`config.mk`:
```
export PLATFORM = sky130hd
export DESIGN_NAME = branch_resolve_ctrl_flat
export DESIGN_NICKNAME = d
export VERILOG_FILES = /design/src/rtl/branch_resolve_ctrl_if.sv /design/src/rtl/branch_resolve_ctrl.sv /design/src/flat_wrapper.sv
export SDC_FILE = /design/constraint.sdc
export NUM_CORES = 1
export LEC_CHECK = 0
export ABC_AREA = 1
export BUFFER_PORTS_ARGS = -buffer_cell sky130_fd_sc_hd__buf_2
export CAP_MARGIN = 20
export CORE_MARGIN = 10
export CORE_UTILIZATION = 30
export CTS_BUF_LIST = sky130_fd_sc_hd__clkbuf_2 sky130_fd_sc_hd__clkbuf_4 sky130_fd_sc_hd__clkbuf_8
export CTS_CLUSTER_SIZE = 8
export DETAILED_ROUTE_END_ITERATION = 7
export PLACE_DENSITY = 0.56
export REMOVE_ABC_BUFFERS = 1
export SLEW_MARGIN = 20
export SYNTH_ARGS = -nofsm -noshare
export SYNTH_HDL_FRONTEND = slang
export SYNTH_SLANG_ARGS = --single-unit
```
`constraint.sdc`:
```
create_clock -name clk -period 5 [get_ports clk]
set_clock_uncertainty 0.1 [all_clocks]
set_input_delay 1 -clock clk [delete_from_list [all_inputs] [get_ports clk]]
set_output_delay 1 -clock clk [all_outputs]
set_load 0.05 [all_outputs]
```
`src/rtl/branch_resolve_ctrl_if.sv`:
```
// Fetch/execute-facing bundle of the branch resolve controller.
// master = fetch/execute side, slave = the controller.
interface branch_resolve_ctrl_if #(
   parameter int WordSize = 32,
   parameter int Depth    = 4
);
   localparam int CW = $clog2(Depth + 1);

   logic                enq_valid;
   logic                enq_ready;
   logic [WordSize-1:0] enq_pc;
   logic [WordSize-1:0] enq_target;
   logic                enq_pred_taken;
   logic                res_valid;
   logic                res_taken;
   logic [WordSize-1:0] res_target;
   logic                redirect;
   logic [WordSize-1:0] redirect_pc;
   logic                flush;
   logic [CW-1:0]       count;
   logic                res_err;
   logic [15:0]         mispredict_cnt;

   modport master (
      output enq_valid, enq_pc, enq_target, enq_pred_taken,
      output res_valid, res_taken, res_target,
      input  enq_ready, redirect, redirect_pc, flush, count, res_err, mispredict_cnt
   );

   modport slave (
      input  enq_valid, enq_pc, enq_target, enq_pred_taken,
      input  res_valid, res_taken, res_target,
      output enq_ready, redirect, redirect_pc, flush, count, res_err, mispredict_cnt
   );
endinterface

```
`src/rtl/branch_resolve_ctrl.sv`:
```
// In-order queue of predicted branches; checks oldest-first resolutions, and on a
// mispredict redirects fetch, clears the queue and holds flush for FlushCycles.
module branch_resolve_ctrl #(
   parameter int WordSize    = 32,
   parameter int Depth       = 4,
   parameter int FlushCycles = 2
) (
   input  logic                  clk,
   input  logic                  rstn,
   branch_resolve_ctrl_if.slave  io_bus
);
   localparam int PW = $clog2(Depth);
   localparam int CW = $clog2(Depth + 1);
   localparam int FW = (FlushCycles > 1) ? $clog2(FlushCycles) : 1;

   typedef enum logic [1:0] {S_HOLD, S_RUN, S_FLUSH} state_t;

   state_t               r_state, w_state_nxt;
   logic [FW-1:0]        r_fcnt, w_fcnt_nxt;

   logic [WordSize-1:0]  r_pc  [Depth];
   logic [WordSize-1:0]  r_tgt [Depth];
   logic                 r_pt  [Depth];
   logic [PW-1:0]        r_wr_ptr, r_rd_ptr;
   logic [CW-1:0]        r_count;

   logic                 r_redirect;
   logic [WordSize-1:0]  r_redirect_pc;
   logic                 r_res_err;
   logic [15:0]          r_mis_cnt;

   logic                 w_enq_ready, w_res, w_mis, w_pop, w_push;
   logic [WordSize-1:0]  w_hpc, w_htgt;
   logic                 w_hpt;

   function automatic logic [PW-1:0] ptr_inc(input logic [PW-1:0] p);
      return (p == PW'(Depth - 1)) ? '0 : p + 1'b1;
   endfunction

   assign w_hpc  = r_pc[r_rd_ptr];
   assign w_htgt = r_tgt[r_rd_ptr];
   assign w_hpt  = r_pt[r_rd_ptr];

   // Ready looks only at registered state; a pop in the same cycle does not free a slot.
   assign w_enq_ready = (r_state == S_RUN) && (r_count < CW'(Depth));
   assign w_res       = (r_state == S_RUN) && io_bus.res_valid && (r_count != '0);
   assign w_mis       = w_res && ((w_hpt != io_bus.res_taken) ||
                                  (io_bus.res_taken && (w_htgt != io_bus.res_target)));
   assign w_pop       = w_res && !w_mis;
   assign w_push      = io_bus.enq_valid && w_enq_ready && !w_mis;

   always_ff @(posedge clk or negedge rstn) begin
      if (!rstn) begin
         r_state <= S_HOLD;
         r_fcnt  <= '0;
      end else begin
         r_state <= w_state_nxt;
         r_fcnt  <= w_fcnt_nxt;
      end
   end

   always_comb begin
      w_state_nxt = r_state;
      w_fcnt_nxt  = r_fcnt;
      case (r_state)
         S_HOLD:  w_state_nxt = S_RUN;
         S_RUN: begin
            if (w_mis) begin
               w_state_nxt = S_FLUSH;
               w_fcnt_nxt  = FW'(FlushCycles - 1);
            end
         end
         S_FLUSH: begin
            if (r_fcnt == '0) w_state_nxt = S_RUN;
            else              w_fcnt_nxt  = r_fcnt - 1'b1;
         end
         default: w_state_nxt = S_HOLD;
      endcase
   end

   always_ff @(posedge clk) begin
      if (w_push) begin
         r_pc[r_wr_ptr]  <= io_bus.enq_pc;
         r_tgt[r_wr_ptr] <= io_bus.enq_target;
         r_pt[r_wr_ptr]  <= io_bus.enq_pred_taken;
      end
   end

   always_ff @(posedge clk or negedge rstn) begin
      if (!rstn) begin
         r_wr_ptr      <= '0;
         r_rd_ptr      <= '0;
         r_count       <= '0;
         r_redirect    <= 1'b0;
         r_redirect_pc <= '0;
         r_res_err     <= 1'b0;
         r_mis_cnt     <= '0;
      end else begin
         r_redirect <= w_mis;
         if (w_mis) begin
            r_wr_ptr      <= '0;
            r_rd_ptr      <= '0;
            r_count       <= '0;
            r_redirect_pc <= io_bus.res_taken ? io_bus.res_target : w_hpc + WordSize'(4);
            r_mis_cnt     <= r_mis_cnt + 16'd1;
         end else begin
            if (w_push) r_wr_ptr <= ptr_inc(r_wr_ptr);
            if (w_pop)  r_rd_ptr <= ptr_inc(r_rd_ptr);
            if (w_push && !w_pop)      r_count <= r_count + 1'b1;
            else if (w_pop && !w_push) r_count <= r_count - 1'b1;
         end
         if ((r_state == S_RUN) && io_bus.res_valid && (r_count == '0))
            r_res_err <= 1'b1;
      end
   end

   assign io_bus.enq_ready      = w_enq_ready;
   assign io_bus.redirect       = r_redirect;
   assign io_bus.redirect_pc    = r_redirect_pc;
   assign io_bus.flush          = (r_state == S_FLUSH);
   assign io_bus.count          = r_count;
   assign io_bus.res_err        = r_res_err;
   assign io_bus.mispredict_cnt = r_mis_cnt;
endmodule

```
`src/flat_wrapper.sv`:
```
// flat-port wrapper written by rule: the top's interface ports become plain ports
module branch_resolve_ctrl_flat 
#(
   parameter int WordSize    = 32,
   parameter int Depth       = 4,
   parameter int FlushCycles = 2
)
  (clk, rstn, io_bus_enq_valid, io_bus_enq_pc, io_bus_enq_target, io_bus_enq_pred_taken, io_bus_res_valid, io_bus_res_taken, io_bus_res_target, io_bus_enq_ready, io_bus_redirect, io_bus_redirect_pc, io_bus_flush, io_bus_count, io_bus_res_err, io_bus_mispredict_cnt);
  branch_resolve_ctrl_if #(.WordSize(WordSize), .Depth(Depth)) io_bus_i ();
  input  logic clk;
  input  logic rstn;
  input wire logic [$bits(io_bus_i.enq_valid)-1:0] io_bus_enq_valid;
  input wire logic [$bits(io_bus_i.enq_pc)-1:0] io_bus_enq_pc;
  input wire logic [$bits(io_bus_i.enq_target)-1:0] io_bus_enq_target;
  input wire logic [$bits(io_bus_i.enq_pred_taken)-1:0] io_bus_enq_pred_taken;
  input wire logic [$bits(io_bus_i.res_valid)-1:0] io_bus_res_valid;
  input wire logic [$bits(io_bus_i.res_taken)-1:0] io_bus_res_taken;
  input wire logic [$bits(io_bus_i.res_target)-1:0] io_bus_res_target;
  output wire logic [$bits(io_bus_i.enq_ready)-1:0] io_bus_enq_ready;
  output wire logic [$bits(io_bus_i.redirect)-1:0] io_bus_redirect;
  output wire logic [$bits(io_bus_i.redirect_pc)-1:0] io_bus_redirect_pc;
  output wire logic [$bits(io_bus_i.flush)-1:0] io_bus_flush;
  output wire logic [$bits(io_bus_i.count)-1:0] io_bus_count;
  output wire logic [$bits(io_bus_i.res_err)-1:0] io_bus_res_err;
  output wire logic [$bits(io_bus_i.mispredict_cnt)-1:0] io_bus_mispredict_cnt;
  assign io_bus_i.enq_valid = io_bus_enq_valid;
  assign io_bus_i.enq_pc = io_bus_enq_pc;
  assign io_bus_i.enq_target = io_bus_enq_target;
  assign io_bus_i.enq_pred_taken = io_bus_enq_pred_taken;
  assign io_bus_i.res_valid = io_bus_res_valid;
  assign io_bus_i.res_taken = io_bus_res_taken;
  assign io_bus_i.res_target = io_bus_res_target;
  assign io_bus_enq_ready = io_bus_i.enq_ready;
  assign io_bus_redirect = io_bus_i.redirect;
  assign io_bus_redirect_pc = io_bus_i.redirect_pc;
  assign io_bus_flush = io_bus_i.flush;
  assign io_bus_count = io_bus_i.count;
  assign io_bus_res_err = io_bus_i.res_err;
  assign io_bus_mispredict_cnt = io_bus_i.mispredict_cnt;
  branch_resolve_ctrl #(.WordSize(WordSize), .Depth(Depth), .FlushCycles(FlushCycles)) u_core (.clk(clk), .rstn(rstn), .io_bus(io_bus_i));
endmodule
```
==> results.py, run 1 <==
metrics = {
    "run_status": {
        "status": "finished clean",
    },
    "synthesis": {
        "yosys-top-cells-area": "edfxtp_1, nand2_1, dfrtp_1",
        "ys_ff_latch": 320,
        "yosysWarnings": 0,
        "synth_edf_count": 260,
        "synth_area_mm2": 0.0145,
        "ys_seq_area_share_pct": 64.4,
        "async_flop_share_pct": 18.8,
        "ys_types": 37,
        "synthCells": 1447,
        "yosysTopAreaCellShare_pct": 54.0,
        "synth_top_cell_by_area": "edfxtp_1",
        "synth_area_per_cell_um2": 9.99,
        "synth_top_flop_cell": "edfxtp_1",
    },
    "global_route": {
        "overflow": 0,
        "grt_pass1_wl_mm": 62.7,
        "grt_max_degree": 69,
        "grt_pass1_vias": 10500,
        "antenna_found_initial": 8,
        "grt_usage_pct": 14.3,
    },
    "sta": {
        "slew_viol_final": 0,
        "min_period_ns": 3.91,
        "holdWs_ns": 0.382,
        "fin_ws_ns": 1.09,
        "finalHoldViolCount": 0,
        "max_freq_mhz": 256,
        "grt_setup_unrepaired": "false",
        "period_share_pct": 78.3,
        "worst_slew_pin_slew_ns": 1.04,
        "slew_headroom_pct": 30.3,
        "report.final.setup_viol": 0,
    },
    "min_path": {
        "min_path_type": "flip-flop to flip-flop",
        "hold_depth": 2,
        "min_to": "u_core.io_bus.redirect_pc[19]",
        "min_from": "u_core.io_bus.redirect_pc[19]",
    },
    "power_and_ir_drop": {
        "power.switching_mw": 3.96,
        "peakVddDrop_uv": 397,
        "power_density_mw_per_mm2": 564,
        "combPwrFrac_pct": 37.9,
        "power.internal_mw": 5.67,
        "switching_share_pct": 41.1,
        "p_leak_nw": 7.13,
        "power_frac_clock_pct": 25.2,
        "share_seq_of_total_power_pct": 36.9,
    },
    "clocking": {
        "cts.clk_slew.worst_paths_ns": 0.07,
        "post_cts_buffers": 0,
        "clock_sinks": 320,
        "cts_hold_buf": 0,
        "htreeDepth": 2,
        "cts_buffers": 53,
        "cts_resized": 0,
        "cts_tree": "built",
        "clock_latency_ns": 0.64,
        "ctsRootBufferMaster": "clkbuf_8",
        "clock_path_buffers": 3,
    },
    "critical_path": {
        "r2r-start": "u_core.r_rd_ptr[0]",
        "crit_required_ns": 5.42,
        "critPathLaunchType": "flip-flop",
        "r2r_end": "u_core.io_bus.count[2]",
        "rr_worst_depth": 22,
        "cp_max_fo": 50,
        "critPathKind": "flip-flop to flip-flop",
        "arrival_ns": 4.33,
        "cp-end-kind": "flip-flop",
        "regToRegSetupSlack_ns": 1.09,
    },
    "routing": {
        "met1_length_mm": 19.2,
        "via_per_inst": 4.71,
        "dr_wl_met2_mm": 18.2,
        "drt_iter0_drc": 750,
        "dr_wl_met3_mm": 3.38,
        "wl_per_cell_um": 18.3,
        "antenna_left": 0,
        "route.vias.total": 10800,
        "dr.pass1.iters": 7,
        "wirelength_mm": 41.8,
        "top_layer_used": "met5",
        "drc": 0,
    },
    "floorplan": {
        "ioPinCount": 157,
        "num_rows": 80,
        "initial_core_util_pct": 30.3,
        "core-area_mm2": 0.0476,
        "die_h_um": 240,
        "dieWidth_um": 240,
        "dieArea_mm2": 0.0574,
    },
    "finish": {
        "n_fill_cell": 4804,
        "nNetsFinal": 1735,
        "drive_above_1_share_pct": 17.9,
        "syn_to_final_growth_pct": 18.2,
        "fin_area_mm2": 0.0171,
    },
    "placement": {
        "place_area_mm2": 0.0160,
        "gp_congestion": 0.878,
        "post-place-ws_ns": 1.10,
        "place_hpwl_mm": 28.5,
        "port-buffer-count": 156,
    },
    "run": {
        "cap_violations": 0,
    },
}
synth_stat cells (7+ instances only):
master    count
ha_1          8
nand2_1     561
nand4_1       7
a21oi_1      12
edfxtp_1    260
xnor2_1      14
nand3_1     152
dfrtp_1      60
nor2_1       86
xor2_1       22
nor3_1       10
o21ai_0      52
nand3b_1     13
inv_1        76
buf_6         7
o21ai_1      19
buf_4        18
clkbuf_1      9
buf_2        25
final cells by class:
cell class	count	area, um2	share of cell area (%)
antenna	4	10.0	0.0586
clock buffer	84	987	5.78
timing repair buffer	183	1060	6.19
inverter	78	294	1.72
clock inverter	15	143	0.835
sequential	320	9310	54.5
tap	615	769	4.50
multi-input combinational	988	4510	26.4
flip-flops by register name, indices dropped and copies added (netlist names):
signal	cells
u_core.io_bus.mispredict_cnt	16
u_core.r_state	2
u_core.r_tgt	128
u_core.io_bus.count	3
u_core.r_pt	4
u_core.io_bus.res_err	1
u_core.r_pc	128
u_core.io_bus.redirect_pc	32
u_core.r_fcnt	1
u_core.r_rd_ptr	2
u_core.io_bus.redirect	1
u_core.r_wr_ptr	2
layer usage:
layer | global-route usage [%] | vias to the layer above
li1 | - | 5204
met1 | 19.5 | 5078
met2 | 21.8 | 401
met3 | 3.52 | 76
met4 | 4.50 | 8
met5 | 0 | -
metrics by stage:
| stage | utilization, % | power, mW | setup TNS, ns | std cells |
|---|---|---|---|---|
| 6_report | 35.9 | 9.64 | 0 | 2287 |
| 5_1_grt | 35.9 | 10.3 | 0 | 2284 |
| 4_1_cts | 35.8 | 9.72 | 0 | 2283 |
| 3_5_place_dp | 33.5 | 7.27 | 0 | 2184 |
| 3_3_place_gp | 33.5 | 7.23 | 0 | 2184 |
| 2_1_floorplan | - | 6.05 | -1344.03 | 1386 |
cells by family after synthesis:
logic type	count (synthesis)	synth area share [%]
flops	320	64.4
fa+ha+maj	9	0.831
buf+inv	139	4.66
compound gates	100	3.79
mux	4	0.277
simple gates	839	23.9
xor+xnor	36	2.18
critical path: stages, from the launching register on:
cell and delay [ns]:
dfrtp_4 0.79, buf_4 0.50, nand2_1 0.10, nand3_1 0.12
nand2_1 0.06, nand2_1 0.06, o21ai_0 0.08, inv_1 0.06
nand2_1 0.04, nor2_1 0.08, nand2_1 0.05, nor2_1 0.20
nand2_1 0.16, nand2_1 0.12, nand2_1 0.06, ha_1 0.26
fa_1 0.38, a21oi_1 0.14, o21ai_0 0.11, xor2_1 0.14
inv_1 0.05, nand2_1 0.06, inv_1 0.05
cells in the final DEF, fill, tap and decap left out, types with 2 or more instances in the layout:
cell type  count
a21boi_0       2
a21oi_1       12
buf_12         6
buf_2        156
buf_4         21
bufinv_16      2
clkbuf_4      27
clkbuf_8      57
clkinv_1       3
clkinv_2       8
dfrtp_1       58
diode_2        4
edfxtp_1     260
ha_1           8
inv_1         75
inv_2          2
mux2i_1        4
nand2_1      561
nand3_1      151
nand3b_1      13
nand4_1        7
nor2_1        82
nor2_2         6
nor2_4         4
nor3_1        10
o211ai_1       5
o21ai_0       52
o21ai_1       19
o21bai_1       2
o221ai_1       2
o22ai_1        2
xnor2_1       14
xor2_1        22
power by group through the flow:
stage / combinational (mW) / clock, mW / sequential, mW
final: 3.65 / 2.43 / 3.56
after global routing: 4.05 / 2.62 / 3.60
after CTS: 3.68 / 2.48 / 3.56
after detailed placement: 3.66 / 0 / 3.61
after global placement: 3.63 / 0 / 3.60
after floorplan: 1.85 / 0 / 4.20
how the worst max path moves through the flow:
stage,from,to,cells after the start
after floorplan,u_core.r_rd_ptr[0],u_core.r_pc[0][0],13
after global placement,u_core.r_rd_ptr[0],u_core.io_bus.count[2],22
after detailed placement,u_core.r_rd_ptr[0],u_core.io_bus.count[2],22
after CTS,u_core.r_rd_ptr[0],u_core.io_bus.count[2],22
after global routing,u_core.r_rd_ptr[0],u_core.io_bus.count[2],22
final,u_core.r_rd_ptr[0],u_core.io_bus.count[2],22
No activity file was read; power rests on OpenSTA's default activity.
==> inputs of run 2 (changes only) <==
Settings changed: ABC_AREA 1 to 0.
Clock period 5 ns to 3.45 ns, I/O delays scaled along.
==> results.py, run 2 <==
metrics = {
    "sta": {
        "period_share_pct": 97.0,
        "grt_setup_unrepaired": "true",
        "slew_headroom_pct": 37.8,
        "report.final.setup_viol": 0,
        "finalHoldViolCount": 0,
        "finalSetupTns_ns": 0,
        "slew_viol_final": 0,
        "max_freq_mhz": 299,
        "holdWs_ns": 0.123,
        "worst_slew_pin_slew_ns": 0.934,
        "min_period_ns": 3.35,
    },
    "routing": {
        "via_per_inst": 4.62,
        "route.vias.total": 7544,
        "drc": 0,
        "antenna_left": 0,
        "drt_iter0_drc": 449,
        "wirelength_mm": 34.2,
        "dr.pass1.iters": 4,
        "wl_per_cell_um": 20.9,
    },
    "finish": {
        "n_fill_cell": 4209,
        "layout_common_cells": "edfxtp_1, buf_2, mux4_2, clkbuf_8, dfrtp_1",
        "fin_area_mm2": 0.0167,
        "final_common_cell": "edfxtp_1",
        "syn_to_final_growth_pct": 24.0,
        "nNetsFinal": 1108,
        "drive_above_1_share_pct": 40.7,
    },
    "critical_path": {
        "critical_path.slowest_cell": "dfrtp_4",
        "crit_required_ns": 3.85,
        "critPathKind": "flip-flop to flip-flop",
        "path_depth": 16,
        "startpoint": "u_core.r_rd_ptr[0]",
        "crit_path_end": "u_core.io_bus.count[1]",
        "path_delay_family": "simple AND/OR/NAND/NOR gates",
        "cp-end-kind": "flip-flop",
        "path_common_cell": "buf_12",
        "critPathLaunchType": "flip-flop",
        "r2r_end": "u_core.io_bus.count[1]",
        "rr_worst_depth": 16,
        "path_buf_inv": 4,
        "arrival_ns": 3.75,
        "cp_cell_sequence": "buf_12 -> buf_12 -> mux4_2 -> xnor2_2 -> nand4_1 -> nor3_2 -> buf_4 -> nand4_4 -> buf_12 -> nand2_4 -> and2_4 -> ha_2 -> fa_2 -> nor2_1 -> a21oi_1 -> nor2_1",
        "regToRegSetupSlack_ns": 0.10,
        "critPathMaxStageDelay_ns": 0.50,
        "r2r-start": "u_core.r_rd_ptr[0]",
        "cp_max_fo": 5,
    },
    "clocking": {
        "htreeDepth": 2,
        "cts_buffers": 53,
        "clock_path_buffers": 3,
        "ctsRootBufferMaster": "clkbuf_8",
        "cts_tree": "built",
        "cts_hold_buf": 0,
        "clock_latency_ns": 0.59,
        "cts.clk_slew.worst_paths_ns": 0.06,
        "clock_sinks": 320,
    },
    "synthesis": {
        "synth_top_flop_cell": "edfxtp_1",
        "netlist_top_cells_count": "edfxtp_1, dfrtp_1, mux4_2",
        "synth_area_mm2": 0.0135,
        "yosysWarnings": 0,
        "synth_top_cell_by_area": "edfxtp_1",
        "yosysMostFrequentCell": "edfxtp_1",
        "synthCells": 752,
        "yosys-top-cells-area": "edfxtp_1, dfrtp_1, mux4_2",
        "ys_seq_area_share_pct": 69.2,
        "synth_area_per_cell_um2": 17.9,
        "synth_edf_count": 260,
        "ys_types": 51,
        "async_flop_share_pct": 18.8,
        "ys_ff_latch": 320,
        "yosysTopAreaCellShare_pct": 58.0,
    },
    "floorplan": {
        "initial_core_util_pct": 30.4,
        "num_rows": 77,
        "dieArea_mm2": 0.0537,
        "core-area_mm2": 0.0443,
        "ioPinCount": 157,
        "dieWidth_um": 232,
        "die_h_um": 232,
    },
    "power_and_ir_drop": {
        "power.switching_mw": 4.51,
        "peakVddDrop_uv": 624,
        "share_seq_of_total_power_pct": 38.8,
        "power_density_mw_per_mm2": 793,
        "p_leak_nw": 6.02,
        "switching_share_pct": 34.1,
        "combPwrFrac_pct": 35.9,
        "power.internal_mw": 8.72,
        "power_frac_clock_pct": 25.3,
    },
    "placement": {
        "place_hpwl_mm": 24.2,
        "place_area_mm2": 0.0154,
        "port-buffer-count": 156,
        "gp_congestion": 0.765,
    },
    "global_route": {
        "antenna_found_initial": 6,
        "grt_usage_pct": 12.6,
        "overflow": 0,
        "grt_pass1_vias": 7993,
        "grt_pass1_wl_mm": 50.7,
        "grt_max_degree": 61,
    },
    "run": {
        "cap_violations": 0,
    },
    "run_status": {
        "status": "finished clean",
    },
    "min_path": {
        "min_path_type": "input pin to async pin",
    },
}
==> run 2: per-stage QoR <==
| step | power, mW | util [%] | std cells | worst slack [ns] |
|---|---|---|---|---|
| floorplan | 8.40 | - | 721 | -2.96 |
| global placement | 9.87 | 34.8 | 1525 | -0.137 |
| detailed placement | 9.91 | 34.8 | 1525 | -0.121 |
| CTS | 13.4 | 37.3 | 1625 | 0.000410 |
| global route | 14.0 | 37.6 | 1630 | -0.0595 |
| finish | 13.2 | 37.6 | 1632 | 0.104 |
==> run 2: routing by layer <==
layer | wire length, um | up-vias | track usage, %
met1 | 15300 | 3821 | 17.0
met2 | 15900 | 247 | 19.6
met5 | 28 | - | 0
met4 | 547 | 4 | 2.98
li1 | - | 3413 | -
met3 | 2370 | 59 | 3.49
==> run 2: what timing repair did <==
action	in CTS	in global routing
endpoints found under the hold margin	0	0
gates resized for setup	4	14
endpoints found under the setup margin	234	251
setup buffers	5	4
pin swaps	1	7
cloned	0	1
==> run 2: cell type report <==
cell class	instances	area (um2)	area share, %
diodes	2	5.00	0.0300
clock buffers	82	985	5.90
clock inverters	14	96.3	0.578
inverters	16	62.6	0.375
multi-input cells	385	3940	23.6
flip-flops and latches	320	9320	55.9
well taps	592	741	4.44
repair buffers	221	1530	9.20
==> run 2: power groups by stage <==
stage          Clock, mW  Sequential, mW  Combinational (mW)
2_1_floorplan          0            6.19                2.21
3_3_place_gp           0            5.20                4.67
3_5_place_dp           0            5.22                4.69
4_1_cts             3.45            5.13                4.77
5_1_grt             3.65            5.19                5.12
6_report            3.35            5.13                4.75
==> run 2: how the worst min path moves through the flow <==
stage                     slack [ns]  cells past startpoint                  start                            end
after floorplan                 0.29                      0                   rstn         u_core.io_bus.count[0]
after global placement          0.35                      1  u_core.io_bus.res_err          u_core.io_bus.res_err
after detailed placement        0.36                      1  u_core.io_bus.res_err          u_core.io_bus.res_err
after CTS                       0.16                      1                   rstn  u_core.io_bus.redirect_pc[22]
after global routing            0.17                      1                   rstn  u_core.io_bus.redirect_pc[10]
final                           0.12                      1                   rstn         u_core.io_bus.redirect
==> run 2: logic make-up after synthesis <==
family	synth area share, %
buffers and inverters	2.11
XOR/XNOR	5.01
flip-flops	69.2
AO/OA/AOI/OAI	1.95
multiplexers	14.9
adder cells (fa/ha/maj)	0.893
AND/OR/NAND/NOR	5.96
==> inputs of run 3 (changes only) <==
Settings changed: CORE_UTILIZATION 30 to 50, CTS_BUF_LIST sky130_fd_sc_hd__clkbuf_2 sky130_fd_sc_hd__clkbuf_4 sky130_fd_sc_hd__clkbuf_8 to sky130_fd_sc_hd__clkbuf_4 sky130_fd_sc_hd__clkbuf_8 sky130_fd_sc_hd__clkbuf_16, PLACE_DENSITY 0.56 to 0.81.
==> results.py, run 3 (synthesized netlist as in run 2, its figures left out) <==
metrics = {
    "critical_path": {
        "critical_path.slowest_cell": "mux4_2",
        "cp_max_fo": 7,
        "rr_worst_depth": 15,
        "path_delay_family": "simple AND/OR/NAND/NOR gates",
        "cp_cell_sequence": "buf_12 -> mux4_2 -> xnor2_2 -> nand4_1 -> nor3_2 -> buf_4 -> nand4_4 -> o21ai_2 -> nand2b_1 -> ha_2 -> fa_1 -> xnor2_1 -> nor2_1 -> xnor2_1 -> nor2_1",
        "path_depth": 15,
        "critPathLaunchType": "flip-flop",
        "critPathMaxStageDelay_ns": 0.54,
        "critPathKind": "flip-flop to flip-flop",
        "arrival_ns": 3.72,
        "cp-end-kind": "flip-flop",
        "crit_required_ns": 3.76,
        "path_buf_inv": 2,
    },
    "power_and_ir_drop": {
        "share_seq_of_total_power_pct": 36.4,
        "power_frac_clock_pct": 30.2,
        "power.internal_mw": 9.57,
        "power.switching_mw": 4.61,
        "power_density_mw_per_mm2": 852,
        "switching_share_pct": 32.5,
        "peakVddDrop_uv": 680,
        "power_mw": 14.2,
        "p_leak_nw": 6.15,
        "combPwrFrac_pct": 33.4,
    },
    "clocking": {
        "cts_tree": "built",
        "cts_hold_buf": 0,
        "cts.clk_slew.worst_paths_ns": 0.05,
        "htreeDepth": 2,
        "clock_path_buffers": 3,
        "ctsRootBufferMaster": "clkbuf_16",
        "clock_latency_ns": 0.53,
        "clock_sinks": 320,
        "cts_buffers": 45,
    },
    "sta": {
        "slew_viol_final": 0,
        "report.final.setup_viol": 0,
        "fin_ws_ns": 0.0391,
        "slew_headroom_pct": 41.0,
        "holdWs_ns": 0.191,
        "max_freq_mhz": 293,
        "grt_setup_unrepaired": "true",
        "worst_slew_pin_slew_ns": 0.886,
        "min_period_ns": 3.41,
        "finalHoldViolCount": 0,
        "period_share_pct": 98.9,
    },
    "floorplan": {
        "initial_core_util_pct": 51.2,
        "num_rows": 59,
        "core-area_mm2": 0.0263,
        "die_h_um": 184,
        "dieArea_mm2": 0.0339,
        "ioPinCount": 157,
        "dieWidth_um": 184,
    },
    "finish": {
        "nNetsFinal": 1088,
        "final_common_cell": "edfxtp_1",
        "drive_above_1_share_pct": 39.6,
        "syn_to_final_growth_pct": 23.8,
        "fin_cells": 1353,
        "final_util_pct": 63.4,
        "layout_common_cells": "edfxtp_1, buf_2, mux4_2, dfrtp_1, xnor2_1",
    },
    "routing": {
        "dr.pass1.iters": 5,
        "drc": 0,
        "via_per_inst": 5.60,
        "wl_per_cell_um": 23.0,
        "wirelength_mm": 31.1,
        "antenna_left": 0,
        "route.vias.total": 7581,
        "drt_iter0_drc": 554,
    },
    "placement": {
        "place_hpwl_mm": 21.0,
        "gp_congestion": 0.829,
        "dpl.cell_count": 1259,
        "post-place-ws_ns": -0.0750,
        "port-buffer-count": 156,
    },
    "run_status": {
        "status": "finished clean",
    },
    "global_route": {
        "grt_usage_pct": 18.3,
        "grt_pass1_wl_mm": 47.2,
        "antenna_found_initial": 5,
        "overflow": 0,
        "grt_max_degree": 58,
        "grt_pass1_vias": 7983,
    },
    "run": {
        "cap_violations": 0,
    },
    "min_path": {
        "min_path_type": "input pin to async pin",
    },
}
-- run 3: what timing repair did --
item | CTS | global route
cloned | 1 | 1
endpoints found under the hold margin | 0 | 0
setup endpoints to repair | 144 | 86
pin swaps | 2 | 9
setup buffers | 3 | 1
resized for setup | 2 | 13
-- run 3: power groups by stage --
| stage | clock network (mW) | registers [mW] | logic [mW] |
|---|---|---|---|
| 2_1_floorplan | 0 | 6.19 | 2.21 |
| 4_1_cts | 4.36 | 5.16 | 4.71 |
| 3_5_place_dp | 0 | 5.21 | 4.61 |
| 5_1_grt | 4.53 | 5.21 | 5.04 |
| 6_report | 4.29 | 5.16 | 4.74 |
| 3_3_place_gp | 0 | 5.18 | 4.52 |
-- run 3: worst reg2reg max path: cells and delay by family (launching register included) --
family | cells | cell delay [ns]
AOI/OAI and AO/OA | 1 | 0.10
xor gates and xnor gates | 3 | 0.48
adders and majority gates | 2 | 0.56
buffers and inverters | 2 | 0.32
DFF | 1 | 0.50
muxes | 1 | 0.55
and+or+nand+nor | 6 | 0.66
-- run 3: path summary, 6_finish.rpt --
| kind | startpoint | endpoint | slack [ns] |
|---|---|---|---|
| worst max-delay path | u_core.r_rd_ptr[0] | u_core.io_bus.count[2] | 0.04 |
| max in group asynchronous | rstn | u_core.io_bus.mispredict_cnt[5] | 2.16 |
| min in group clk | io_bus_enq_pc[8] | u_core.r_pc[1][8] | 0.27 |
| worst min-delay path | rstn | u_core.io_bus.count[1] | 0.19 |
| worst max register to register | u_core.r_rd_ptr[0] | u_core.io_bus.count[2] | 0.04 |
| worst min register to register | u_core.io_bus.res_err | u_core.io_bus.res_err | 0.37 |
-- run 3: layout make-up --
class / instances / area (um2)
antenna: 6 / 15.0
clock buffer: 81 / 1410
clock inverter: 1 / 16.3
fill: 1784 / 9620
inverter: 16 / 62.6
multi-input combinational: 385 / 3930
sequential: 320 / 9320
tap: 335 / 419
timing repair buffer: 209 / 1480
-- run 3: through the flow --
stage	instance area [um2]	setup TNS [ns]
2_1_floorplan	13200	-851.75
6_report	16700	0
3_5_place_dp	15000	-0.751
3_3_place_gp	15000	0
5_1_grt	16600	-1.62
4_1_cts	16500	0
-- run 3: per-layer routing --
metal / up-vias / GRT usage, % / share of wire (%) / wire (um)
li1: 3387 / - / - / -
met1: 3811 / 23.9 / 41 / 12600
met2: 310 / 28.9 / 48 / 14900
met3: 69 / 4.94 / 8.7 / 2720
met4: 4 / 6.39 / 2.6 / 794
met5: - / 0 / 0.068 / 21
